==> config.mk <==
export PLATFORM = sky130hd
export DESIGN_NAME = decode_issue_queue_flat
export DESIGN_NICKNAME = d
export VERILOG_FILES = /design/src/rtl/iq_pkg.sv /design/src/rtl/decode_issue_queue_if.sv /design/src/rtl/issue_hazard_check.sv /design/src/rtl/decode_issue_queue.sv /design/src/flat_wrapper.sv
export SDC_FILE = /design/constraint.sdc
export NUM_CORES = 1
export LEC_CHECK = 0
export CORE_UTILIZATION = 35
export CTS_BUF_LIST = sky130_fd_sc_hd__clkbuf_8 sky130_fd_sc_hd__clkbuf_16
export CTS_CLUSTER_DIAMETER = 80
export DETAILED_ROUTE_END_ITERATION = 10
export GPL_ROUTABILITY_DRIVEN = 0
export PLACE_DENSITY = 0.54
export SLEW_MARGIN = 20
export SYNTH_ARGS = -nofsm -noshare
export SYNTH_HDL_FRONTEND = slang
export SYNTH_SLANG_ARGS = --single-unit
==> constraint.sdc <==
create_clock -name clk -period 10.4 [get_ports clk]
set_clock_uncertainty 0.05 [all_clocks]
set_input_delay 3.12 -clock clk [delete_from_list [all_inputs] [get_ports clk]]
set_output_delay 3.12 -clock clk [all_outputs]
set_load 0.01 [all_outputs]
==> src/rtl/iq_pkg.sv <==
// ----------------------------------------------------------------------------
// iq_pkg
// Shared definitions for the decode issue queue: RV32 base opcodes used by
// the hazard classifier, the queue entry layout and the per-slot
// classification record.
// No ports (package).
// ----------------------------------------------------------------------------
package iq_pkg;

    localparam logic [6:0] OP_R      = 7'b0110011;
    localparam logic [6:0] OP_IMM    = 7'b0010011;
    localparam logic [6:0] OP_LOAD   = 7'b0000011;
    localparam logic [6:0] OP_STORE  = 7'b0100011;
    localparam logic [6:0] OP_BRANCH = 7'b1100011;
    localparam logic [6:0] OP_JAL    = 7'b1101111;
    localparam logic [6:0] OP_JALR   = 7'b1100111;
    localparam logic [6:0] OP_LUI    = 7'b0110111;
    localparam logic [6:0] OP_AUIPC  = 7'b0010111;

    typedef struct packed {
        logic [31:0] instr;
        logic [31:0] pc;
    } iq_entry_t;

    typedef struct packed {
        logic       wr;     // writes a non-zero rd
        logic [4:0] rd;
        logic       use1;
        logic [4:0] rs1;
        logic       use2;
        logic [4:0] rs2;
        logic       mem;    // load or store
        logic       ctrl;   // branch, jal or jalr
        logic       known;  // opcode recognised
    } iq_class_t;

endpackage

==> src/rtl/decode_issue_queue_if.sv <==
// ----------------------------------------------------------------------------
// decode_issue_queue_if
// Fetch-side and decode-side bus of the issue queue.
//   in_valid/in_instr/in_pc : fetch group, lane 0 oldest
//   in_ready                : queue can take a full fetch group
//   flush                   : drop everything queued
//   out_valid/out_instr/out_pc : issue group, out_valid is a prefix
//   out_ready               : decode consumes all valid slots
//   split_cnt               : hazard-truncated issue cycles
// master = fetch/decode side, slave = queue.
// ----------------------------------------------------------------------------
interface decode_issue_queue_if #(
    parameter int WIDTH = 2
);
    logic [WIDTH-1:0]       in_valid;
    logic [WIDTH-1:0][31:0] in_instr;
    logic [WIDTH-1:0][31:0] in_pc;
    logic                   in_ready;
    logic                   flush;
    logic [WIDTH-1:0]       out_valid;
    logic [WIDTH-1:0][31:0] out_instr;
    logic [WIDTH-1:0][31:0] out_pc;
    logic                   out_ready;
    logic [31:0]            split_cnt;

    modport master (
        output in_valid, in_instr, in_pc, flush, out_ready,
        input  in_ready, out_valid, out_instr, out_pc, split_cnt
    );

    modport slave (
        input  in_valid, in_instr, in_pc, flush, out_ready,
        output in_ready, out_valid, out_instr, out_pc, split_cnt
    );
endinterface

==> src/rtl/issue_hazard_check.sv <==
// ----------------------------------------------------------------------------
// issue_hazard_check
// Combinational in-order group selector. Classifies the WIDTH head
// instructions and returns the longest legal prefix.
//   i_instr : instructions at head+0 .. head+WIDTH-1
//   i_count : queue occupancy
//   o_valid : issue-slot valid prefix
// ----------------------------------------------------------------------------
module issue_hazard_check
    import iq_pkg::*;
#(
    parameter int WIDTH = 2,
    parameter int CNT_W = 4
) (
    input  logic [WIDTH-1:0][31:0] i_instr,
    input  logic [CNT_W-1:0]       i_count,
    output logic [WIDTH-1:0]       o_valid
);

    function automatic iq_class_t classify(
        input logic [6:0] op,
        input logic [4:0] rd,
        input logic [4:0] rs1,
        input logic [4:0] rs2
    );
        iq_class_t c;
        c       = '0;
        c.rd    = rd;
        c.rs1   = rs1;
        c.rs2   = rs2;
        c.known = 1'b1;
        case (op)
            OP_R:      begin c.wr = 1'b1; c.use1 = 1'b1; c.use2 = 1'b1; end
            OP_IMM:    begin c.wr = 1'b1; c.use1 = 1'b1; end
            OP_LOAD:   begin c.wr = 1'b1; c.use1 = 1'b1; c.mem = 1'b1; end
            OP_STORE:  begin c.use1 = 1'b1; c.use2 = 1'b1; c.mem = 1'b1; end
            OP_BRANCH: begin c.use1 = 1'b1; c.use2 = 1'b1; c.ctrl = 1'b1; end
            OP_JAL:    begin c.wr = 1'b1; c.ctrl = 1'b1; end
            OP_JALR:   begin c.wr = 1'b1; c.use1 = 1'b1; c.ctrl = 1'b1; end
            OP_LUI:    c.wr = 1'b1;
            OP_AUIPC:  c.wr = 1'b1;
            default:   c.known = 1'b0;
        endcase
        // x0 is hardwired, so writing it never creates a dependency
        if (rd == 5'd0) c.wr = 1'b0;
        return c;
    endfunction

    iq_class_t w_cls [WIDTH];
    logic      w_unused_bits;

    always_comb begin
        w_unused_bits = 1'b0;
        for (int k = 0; k < WIDTH; k++) begin
            w_cls[k] = classify(i_instr[k][6:0], i_instr[k][11:7],
                                i_instr[k][19:15], i_instr[k][24:20]);
            w_unused_bits = w_unused_bits ^ (^{i_instr[k][31:25], i_instr[k][14:12]});
        end
    end

    // Walk the slots oldest-first, accumulating what the group so far writes
    // and whether it already holds a memory op, a control op or an
    // unrecognised instruction. Slot 0 only needs an occupied queue; the
    // accumulators are empty at that point so the same expression covers it.
    always_comb begin
        logic [31:0] wmask;
        logic        mem_seen;
        logic        ctrl_seen;
        logic        stop;
        logic        prev;
        logic        ok;
        o_valid   = '0;
        wmask     = '0;
        mem_seen  = 1'b0;
        ctrl_seen = 1'b0;
        stop      = 1'b0;
        prev      = 1'b1;
        ok        = 1'b0;
        for (int k = 0; k < WIDTH; k++) begin
            ok = prev
                 && (i_count > CNT_W'(k))
                 && (w_cls[k].known || (k == 0))
                 && !stop
                 && !ctrl_seen
                 && !(mem_seen && w_cls[k].mem)
                 && !(w_cls[k].use1 && wmask[w_cls[k].rs1])
                 && !(w_cls[k].use2 && wmask[w_cls[k].rs2])
                 && !(w_cls[k].wr   && wmask[w_cls[k].rd]);
            o_valid[k] = ok;
            if (ok) begin
                if (w_cls[k].wr) wmask[w_cls[k].rd] = 1'b1;
                mem_seen  = mem_seen  | w_cls[k].mem;
                ctrl_seen = ctrl_seen | w_cls[k].ctrl;
                stop      = stop      | !w_cls[k].known;
            end
            prev = ok;
        end
    end

endmodule

==> src/rtl/decode_issue_queue.sv <==
// ----------------------------------------------------------------------------
// decode_issue_queue
// WIDTH-wide instruction queue between fetch and decode. Buffers up to DEPTH
// instructions, compacts sparse fetch groups on enqueue and issues the
// longest hazard-free in-order group from the head each cycle.
//   clk  : clock
//   rst  : synchronous reset, active high
//   bus  : decode_issue_queue_if slave (fetch in, issue out, flush, split_cnt)
// ----------------------------------------------------------------------------
module decode_issue_queue
    import iq_pkg::*;
#(
    parameter int WIDTH = 2,
    parameter int DEPTH = 8
) (
    input  logic                  clk,
    input  logic                  rst,
    decode_issue_queue_if.slave   bus
);

    localparam int PTR_W = $clog2(DEPTH);
    localparam int CNT_W = PTR_W + 1;

    iq_entry_t              r_mem [DEPTH];
    logic [PTR_W-1:0]       r_head;
    logic [PTR_W-1:0]       r_tail;
    logic [CNT_W-1:0]       r_count;
    logic [31:0]            r_split_cnt;

    iq_entry_t              w_head_ent [WIDTH];
    logic [WIDTH-1:0][31:0] w_head_instr;
    logic [WIDTH-1:0]       w_out_valid;
    logic                   w_in_ready;
    logic                   w_enq;
    logic                   w_deq;
    logic [CNT_W-1:0]       w_n_in;
    logic [CNT_W-1:0]       w_n_out;
    logic [CNT_W-1:0]       w_avail;
    logic [PTR_W-1:0]       w_wr_idx [WIDTH];

    always_comb begin
        for (int k = 0; k < WIDTH; k++) begin
            w_head_ent[k]   = r_mem[r_head + PTR_W'(k)];
            w_head_instr[k] = w_head_ent[k].instr;
        end
    end

    issue_hazard_check #(
        .WIDTH (WIDTH),
        .CNT_W (CNT_W)
    ) u_hazard (
        .i_instr (w_head_instr),
        .i_count (r_count),
        .o_valid (w_out_valid)
    );

    // Room for a whole fetch group, judged on the current count only
    assign w_in_ready = (r_count <= CNT_W'(DEPTH - WIDTH));
    assign w_enq      = w_in_ready && !bus.flush;
    assign w_deq      = bus.out_ready && !bus.flush;
    assign w_avail    = (r_count < CNT_W'(WIDTH)) ? r_count : CNT_W'(WIDTH);

    // Each valid lane lands at tail + (number of valid lanes before it)
    always_comb begin
        w_n_in = '0;
        for (int k = 0; k < WIDTH; k++) begin
            w_wr_idx[k] = r_tail + w_n_in[PTR_W-1:0];
            if (bus.in_valid[k]) w_n_in = w_n_in + CNT_W'(1);
        end
    end

    always_comb begin
        w_n_out = '0;
        for (int k = 0; k < WIDTH; k++) begin
            if (w_out_valid[k]) w_n_out = w_n_out + CNT_W'(1);
        end
    end

    always_ff @(posedge clk) begin
        if (w_enq) begin
            for (int k = 0; k < WIDTH; k++) begin
                if (bus.in_valid[k]) begin
                    r_mem[w_wr_idx[k]] <= iq_entry_t'{instr: bus.in_instr[k], pc: bus.in_pc[k]};
                end
            end
        end
    end

    always_ff @(posedge clk) begin
        if (rst) begin
            r_head      <= '0;
            r_tail      <= '0;
            r_count     <= '0;
            r_split_cnt <= '0;
        end else if (bus.flush) begin
            r_head  <= '0;
            r_tail  <= '0;
            r_count <= '0;
        end else begin
            if (w_enq) r_tail <= r_tail + w_n_in[PTR_W-1:0];
            if (w_deq) r_head <= r_head + w_n_out[PTR_W-1:0];
            r_count <= r_count + (w_enq ? w_n_in : '0) - (w_deq ? w_n_out : '0);
            // Issued fewer than were available: the group was cut by a hazard
            if (w_deq && (w_n_out < w_avail)) r_split_cnt <= r_split_cnt + 32'd1;
        end
    end

    assign bus.in_ready  = w_in_ready;
    assign bus.out_valid = w_out_valid;
    assign bus.split_cnt = r_split_cnt;

    always_comb begin
        for (int k = 0; k < WIDTH; k++) begin
            bus.out_instr[k] = w_head_ent[k].instr;
            bus.out_pc[k]    = w_head_ent[k].pc;
        end
    end

endmodule

==> src/flat_wrapper.sv <==
// flat-port wrapper written by rule: the top's interface ports become plain ports
module decode_issue_queue_flat import iq_pkg::*;
#(
    parameter int WIDTH = 2,
    parameter int DEPTH = 8
)
  (clk, rst, bus_in_valid, bus_in_instr, bus_in_pc, bus_flush, bus_out_ready, bus_in_ready, bus_out_valid, bus_out_instr, bus_out_pc, bus_split_cnt);
  decode_issue_queue_if #(.WIDTH(WIDTH)) bus_i ();
  input  logic clk;
  input  logic rst;
  input wire logic [$bits(bus_i.in_valid)-1:0] bus_in_valid;
  input wire logic [$bits(bus_i.in_instr)-1:0] bus_in_instr;
  input wire logic [$bits(bus_i.in_pc)-1:0] bus_in_pc;
  input wire logic [$bits(bus_i.flush)-1:0] bus_flush;
  input wire logic [$bits(bus_i.out_ready)-1:0] bus_out_ready;
  output wire logic [$bits(bus_i.in_ready)-1:0] bus_in_ready;
  output wire logic [$bits(bus_i.out_valid)-1:0] bus_out_valid;
  output wire logic [$bits(bus_i.out_instr)-1:0] bus_out_instr;
  output wire logic [$bits(bus_i.out_pc)-1:0] bus_out_pc;
  output wire logic [$bits(bus_i.split_cnt)-1:0] bus_split_cnt;
  assign bus_i.in_valid = bus_in_valid;
  assign bus_i.in_instr = bus_in_instr;
  assign bus_i.in_pc = bus_in_pc;
  assign bus_i.flush = bus_flush;
  assign bus_i.out_ready = bus_out_ready;
  assign bus_in_ready = bus_i.in_ready;
  assign bus_out_valid = bus_i.out_valid;
  assign bus_out_instr = bus_i.out_instr;
  assign bus_out_pc = bus_i.out_pc;
  assign bus_split_cnt = bus_i.split_cnt;
  decode_issue_queue #(.WIDTH(WIDTH), .DEPTH(DEPTH)) u_core (.clk(clk), .rst(rst), .bus(bus_i));
endmodule
# == After elaboration in Yosys (flattened, before gate mapping) ==
# Memory sizes are Yosys's and may differ from the RTL's. A register that Yosys moved wholly into a read port is not among the register bits.
# Index checks and enable logic that the tools add are counted.
# totals
latchBits,0
out_inout_bits,163
inputBits,134
rom_bits,96
memories,4
elab_cells,140
ram_bits,512
reg_bits,42
# mem_list
memory,depth,word_bits,read_ports,rd_clocked_by_memory_dff,wr,line_no,rtl
u_core.r_mem,8,64,2,1,2,decode_issue_queue.sv:24,iq_entry_t r_mem [DEPTH];
(no name shown),32,1,1,0,0,issue_hazard_check.sv:88,&& !(w_cls[k].wr && wmask[w_cls[k].rd]);
(no name shown),32,1,1,0,0,issue_hazard_check.sv:87,&& !(w_cls[k].use2 && wmask[w_cls[k].rs2])
(no name shown),32,1,1,0,0,issue_hazard_check.sv:86,&& !(w_cls[k].use1 && wmask[w_cls[k].rs1])
# op_classes
n_mux,44
addsub,9
n_bitwise,1
reduce_logical,48
n_shift,0
multipliers,0
div,0
n_lt_le_gt_ge,12
n_eq_ne,18
# ops
cell,count
32-bit two-way mux,2
7-bit by 6-bit equality test with 1-bit output (second input constant),6
7-bit equality test (second input constant),6
5-bit by 6-bit < comparator with 1-bit output (second input constant),6
32-bit by 1-bit adder with 32-bit output (second input constant),1
1-bit two-way mux,31
7-bit by 5-bit equality test with 1-bit output (second input constant),4
1-bit logical AND,22
4-bit two-way mux,5
9-bit OR reduction,2
1-bit binary-select mux with 5-bit select,3
7-bit by 2-bit equality test with 1-bit output (second input constant),2
7-bit OR reduction,2
6-bit OR reduction,2
1-bit zero test,11
5-bit zero test,2
3-bit OR reduction,3
4-bit by 1-bit greater-than comparator with 1-bit output (second input constant),2
3-bit adder,2
3-bit two-way mux,2
2-bit OR reduction,3
1-bit demux with 5-bit select,1
5-bit by 1-bit greater-or-equal comparator with 1-bit output (second input constant),1
1-bit by 1-bit adder with 2-bit output (second input constant),2
other kinds (9),9

# == Logic depth before layout (Yosys ltp) ==
# depth
ltp_word,20
depth_mapped,23
mapped_depth_nobuf,19

# == Hierarchy ==
# A second synthesis with hierarchy kept.
# unflattened
cells_unflattened,1924
hier_area_um2,31981.9
# by_module_without_submodules
module,seq_area_each_um2,cells_per_inst,instances,area_each_um2
decode_issue_queue,16275.6,1823,1,31333.8
issue_hazard_check,0.0,101,1,648.1

# == Worst setup path after synthesis ==
# Ideal clock, no wire load.
# synth_path
kind,input-to-reg
from,input port bus_flush
to,memory u_core.r_mem[1][0] in the netlist's numbering (enable)
n_path_buf,0
arrival_ps,8259
setup_slack_ps,1510
path_stages,3
setup_time_ps,581
required_time_ps,9769
path_cell_list,and2b_1 > nand3_1 > o31ai_1
# synth_rtl
item,line_no,rtl
from (decl),flat_wrapper.sv:14,input wire logic [$bits(bus_i.flush)-1:0] bus_flush;
to (decl),decode_issue_queue.sv:24,

# == Final worst setup path ==
# layout_path
from,register u_core.r_head[0]
to,output port bus_out_valid[1]
# layout_via
elab_chain_cells,12
word_cells_on_any_way,44
cone_classes,1 x add/sub; 9 x eq/ne; 12 x mux; 21 x reduce/logical; 1 x memory
# layout_lines
item,line_no,rtl
from (decl),decode_issue_queue.sv:25,logic [PTR_W-1:0] r_head;
from (signal assigned),decode_issue_queue.sv:101,if (w_deq) r_head <= r_head + w_n_out[PTR_W-1:0];
3-bit by 1-bit adder with 3-bit output *,decode_issue_queue.sv:43,w_head_ent[k] = r_mem[r_head + PTR_W'(k)];
memory 8 x 64 bit *,n/a,
7-bit equality test (tied with other cells),issue_hazard_check.sv:32,case (op)
9-bit OR reduction (no source line),n/a,
1-bit two-way mux,issue_hazard_check.sv:32,
1-bit logical AND,issue_hazard_check.sv:82,&& (w_cls[k].known || (k == 0))
1-bit logical AND,issue_hazard_check.sv:83,&& !stop
1-bit logical AND,issue_hazard_check.sv:84,&& !ctrl_seen
1-bit logical AND,issue_hazard_check.sv:85,&& !(mem_seen && w_cls[k].mem)
1-bit logical AND,issue_hazard_check.sv:86,
1-bit logical AND,issue_hazard_check.sv:87,
1-bit logical AND *,issue_hazard_check.sv:88,
to (decl),flat_wrapper.sv:17,output wire logic [$bits(bus_i.out_valid)-1:0] bus_out_valid;
# Mark *: on every way between the ends. The rest lies on a longest branch, timed or not. The select of a mux whose other input is x is not followed.

==> summary.md <==
| Metric | Value |
|---|---|
| Antenna violations before repair | 16 |
| Num CTS Buffers | 71 |
| Primary FF master, synth | edfxtp_1 |
| First-pass GRT wire length | 151 mm |
| Hold Buf Count CTS | 0 |
| Worst hold margin | 0.441 ns |
| Worst-path clk slew | 0.06 ns |
| Commonest cells post-synth | mux2_2, edfxtp_1, mux4_2, nand2_1, buf_2 |
| Fmax | 0.115 GHz |
| Cell Area, Synth | 32200 µm² |
| Area grow syn2layout | 19.9% |
| Gr usage total | 0.222 |
| RSZ-0062 raised after global routing | no |
| Critical Path AT | 5.52 ns |
| Place WS | approximately 2.3 ns |
| DIE AREA | roughly 93000 µm² |
| Post-synthesis net count | approximately 2200 |
| #FFs+latches synth | 557 |
| CP required | 7.23 ns |
| Fillcell total | roughly 8000 |
| Crit path kind | reg -> out |
| Yosys cell types | 66 |
| Share of the synthesized area in the top cell type | 0.478 |
| Detailed-router iteration count before antenna repair | 5 |
| Starting DRT DRC Count | approximately 1500 |
| Max-cap viol count | 0 |
| Reg area | around 16000 µm² |
| H-tree Lvls | 3 |
| Relative slew slack | 0.288 |
| Clock Tree Buf Depth | 3 |
| Root Buffer | clkbuf_16 |
| I/O pin total | 297 |
| Setup TNS | 0 ns |
| Horiz. Die Dim | 305 µm |
| Largest net degree at the start of global routing | 99 |
| Most numerous cell in the Yosys netlist | mux2_2 |
| EDFF count, synth | 512 |
| Slew Viols, Final | 0 |
| Crit. End Element | primary output |
| CTS Sinks | 557 |
| Crit Path Max Fanout | 39 |
| Clock Latency Late Sink | 0.61 ns |
| Num rows | 110 |
| Residual DRC | 0 |
| Cell taking the most area after synthesis | edfxtp_1 |
| Asr flop ratio synth | 0 |
| Pleak | 12.4 nW |
| Multi-input logic area | approximately 15000 µm² |
| Die Ht | 305 µm |
| Max VDD drop | 0.100 mV |
| Slew @ Worst Pin | 1.07 ns |
| Synth warnings | 0 |
| Post-DP HPWL | between 60 and 70 mm |
| Initial core utilization | 0.355 |
| DR vias | 20700 |
| Final Hold Viols | 0 |
| Number of global-route vias before repair | 21800 |
| Cells after Synth | between 2000 and 2500 |
| Via/cell ratio | 5.80 |
| HP Class | reg -> reg |
| Power Density | 162 nW/µm² |
| Port Buffers | a little under 300 |
| Final worst slack | 1.71 ns |
| Overall power | just over 0.006 W |
| Status | finished clean |
| Post-DRT Antenna Nets | 0 |
| Nets | 2496 |
| Final setup fails | 0 |
| Ratio of final minimum period to clock period | 0.836 |
| Layout cell share with drive strength beyond 1 | 0.409 |
| Routed WL | 105 mm |
| Core Area | 90600 µm² |
| Wirelength per Cell | 29.3 µm |
| Ranking of synthesized cells by area | edfxtp_1, mux2_2, mux4_2 |
| Post-CTS Resized | 0 |
| Avg Cell Area, Syn | between 15 and 20 µm² |
| Worst Setup Start Kind | flip-flop |
| Post-route minimum period | about 8.7 ns |
| Post-synthesis sequential area ratio | 0.506 |
| DP Cell Count | 3446 |
| Clock tree from TritonCTS | done |
| Post-CTS Setup Bufs | 0 |
| Grt total ovfl | 0 |
| Cell Count, Final, Fillers Out | 3573 |
## logic make-up (layout without fill, tap and decap cells)
| logic type | count (synthesis) | count (layout) | synth area share |
|---|---|---|---|
| simple gates | 365 | 365 | 0.0507 |
| other cells | 0 | 3 | 0 |
| flops | 557 | 557 | 0.506 |
| fa+ha+maj | 19 | 19 | 0.00833 |
| mux | 844 | 844 | 0.380 |
| buf+inv | 183 | 495 | 0.0261 |
| compound gates | 71 | 71 | 0.0158 |
| xor+xnor | 43 | 43 | 0.0125 |
## metal layers
layer,track usage,routed length (µm),up-vias
met5,0,155,-
li1,-,-,8838
met1,0.289,43900,11000
met3,0.0378,5500,184
met2,0.380,52300,682
met4,0.0580,2600,24
## path summary, 6_finish.rpt
| path | from | end | slack (ns) | depth (start not counted) |
|---|---|---|---|---|
| max | u_core.r_head[0]$_SDFFE_PP0P_ | bus_out_valid[1] | 1.71 | 11 |
| min | u_core.bus.split_cnt[31]$_SDFFE_PP0P_ | u_core.bus.split_cnt[31]$_SDFFE_PP0P_ | 0.44 | 2 |
| min reg2reg | u_core.bus.split_cnt[31]$_SDFFE_PP0P_ | u_core.bus.split_cnt[31]$_SDFFE_PP0P_ | 0.44 | 2 |
| max reg2reg | u_core.r_head[0]$_SDFFE_PP0P_ | u_core.bus.split_cnt[21]$_SDFFE_PP0P_ | 3.10 | 19 |
## layout make-up
cell class / count / area share
repair buffers: 332 / 0.0845
diodes: 3 / 0.000195
flip-flops and latches: 557 / 0.423
clock inverters: 50 / 0.00831
inverters: 39 / 0.00386
well taps: 1176 / 0.0382
multi-input cells: 1342 / 0.394
clock buffers: 74 / 0.0480
## through the flow
| step | utilization | cell area, µm² |
|---|---|---|
| 3_5_place_dp | 0.402 | 36400 |
| 2_1_floorplan | - | 32200 |
| 3_3_place_gp | 0.402 | 36400 |
| 5_1_grt | 0.426 | 38600 |
| 6_report | 0.426 | 38600 |
| 4_1_cts | 0.426 | 38500 |
## critical path, cell delays in order, from the launching register on
cell and delay (ns):
dfxtp_4 0.77, ha_4 0.30, xor2_4 0.80, buf_4 0.48, mux2i_1 0.23, a32oi_1 0.13
and3_1 0.29, o211ai_1 0.27, nor3_1 0.08, o221a_1 0.28, a2111oi_2 0.59, clkdlybuf4s50_1 0.65
## layout by cell type, fill, tap and decap left out, types with 21 or more instances in the layout
cell type,count
buf_4,34
clkbuf_16,74
clkdlybuf4s50_1,296
dfxtp_1,41
edfxtp_1,512
inv_1,53
mux2_2,572
mux2i_1,26
mux4_2,242
nand2_1,201
nand3_1,21
nor2_1,54
xnor2_1,24
## where the power goes
part	internal [W]	switching, W
Combinational	0.000638	0.000644
Clock	0.00136	0.000980
Sequential	0.00256	0.0000575
Total	0.00455	0.00168
## flip-flops by register name (all words and copies together) (netlist names), named ones only
signal and cells:
u_core.r_tail 3, u_core.bus.split_cnt 32, u_core.r_count 4, u_core.r_mem 512, u_core.r_head 3
No activity file was read; power rests on OpenSTA's default activity.
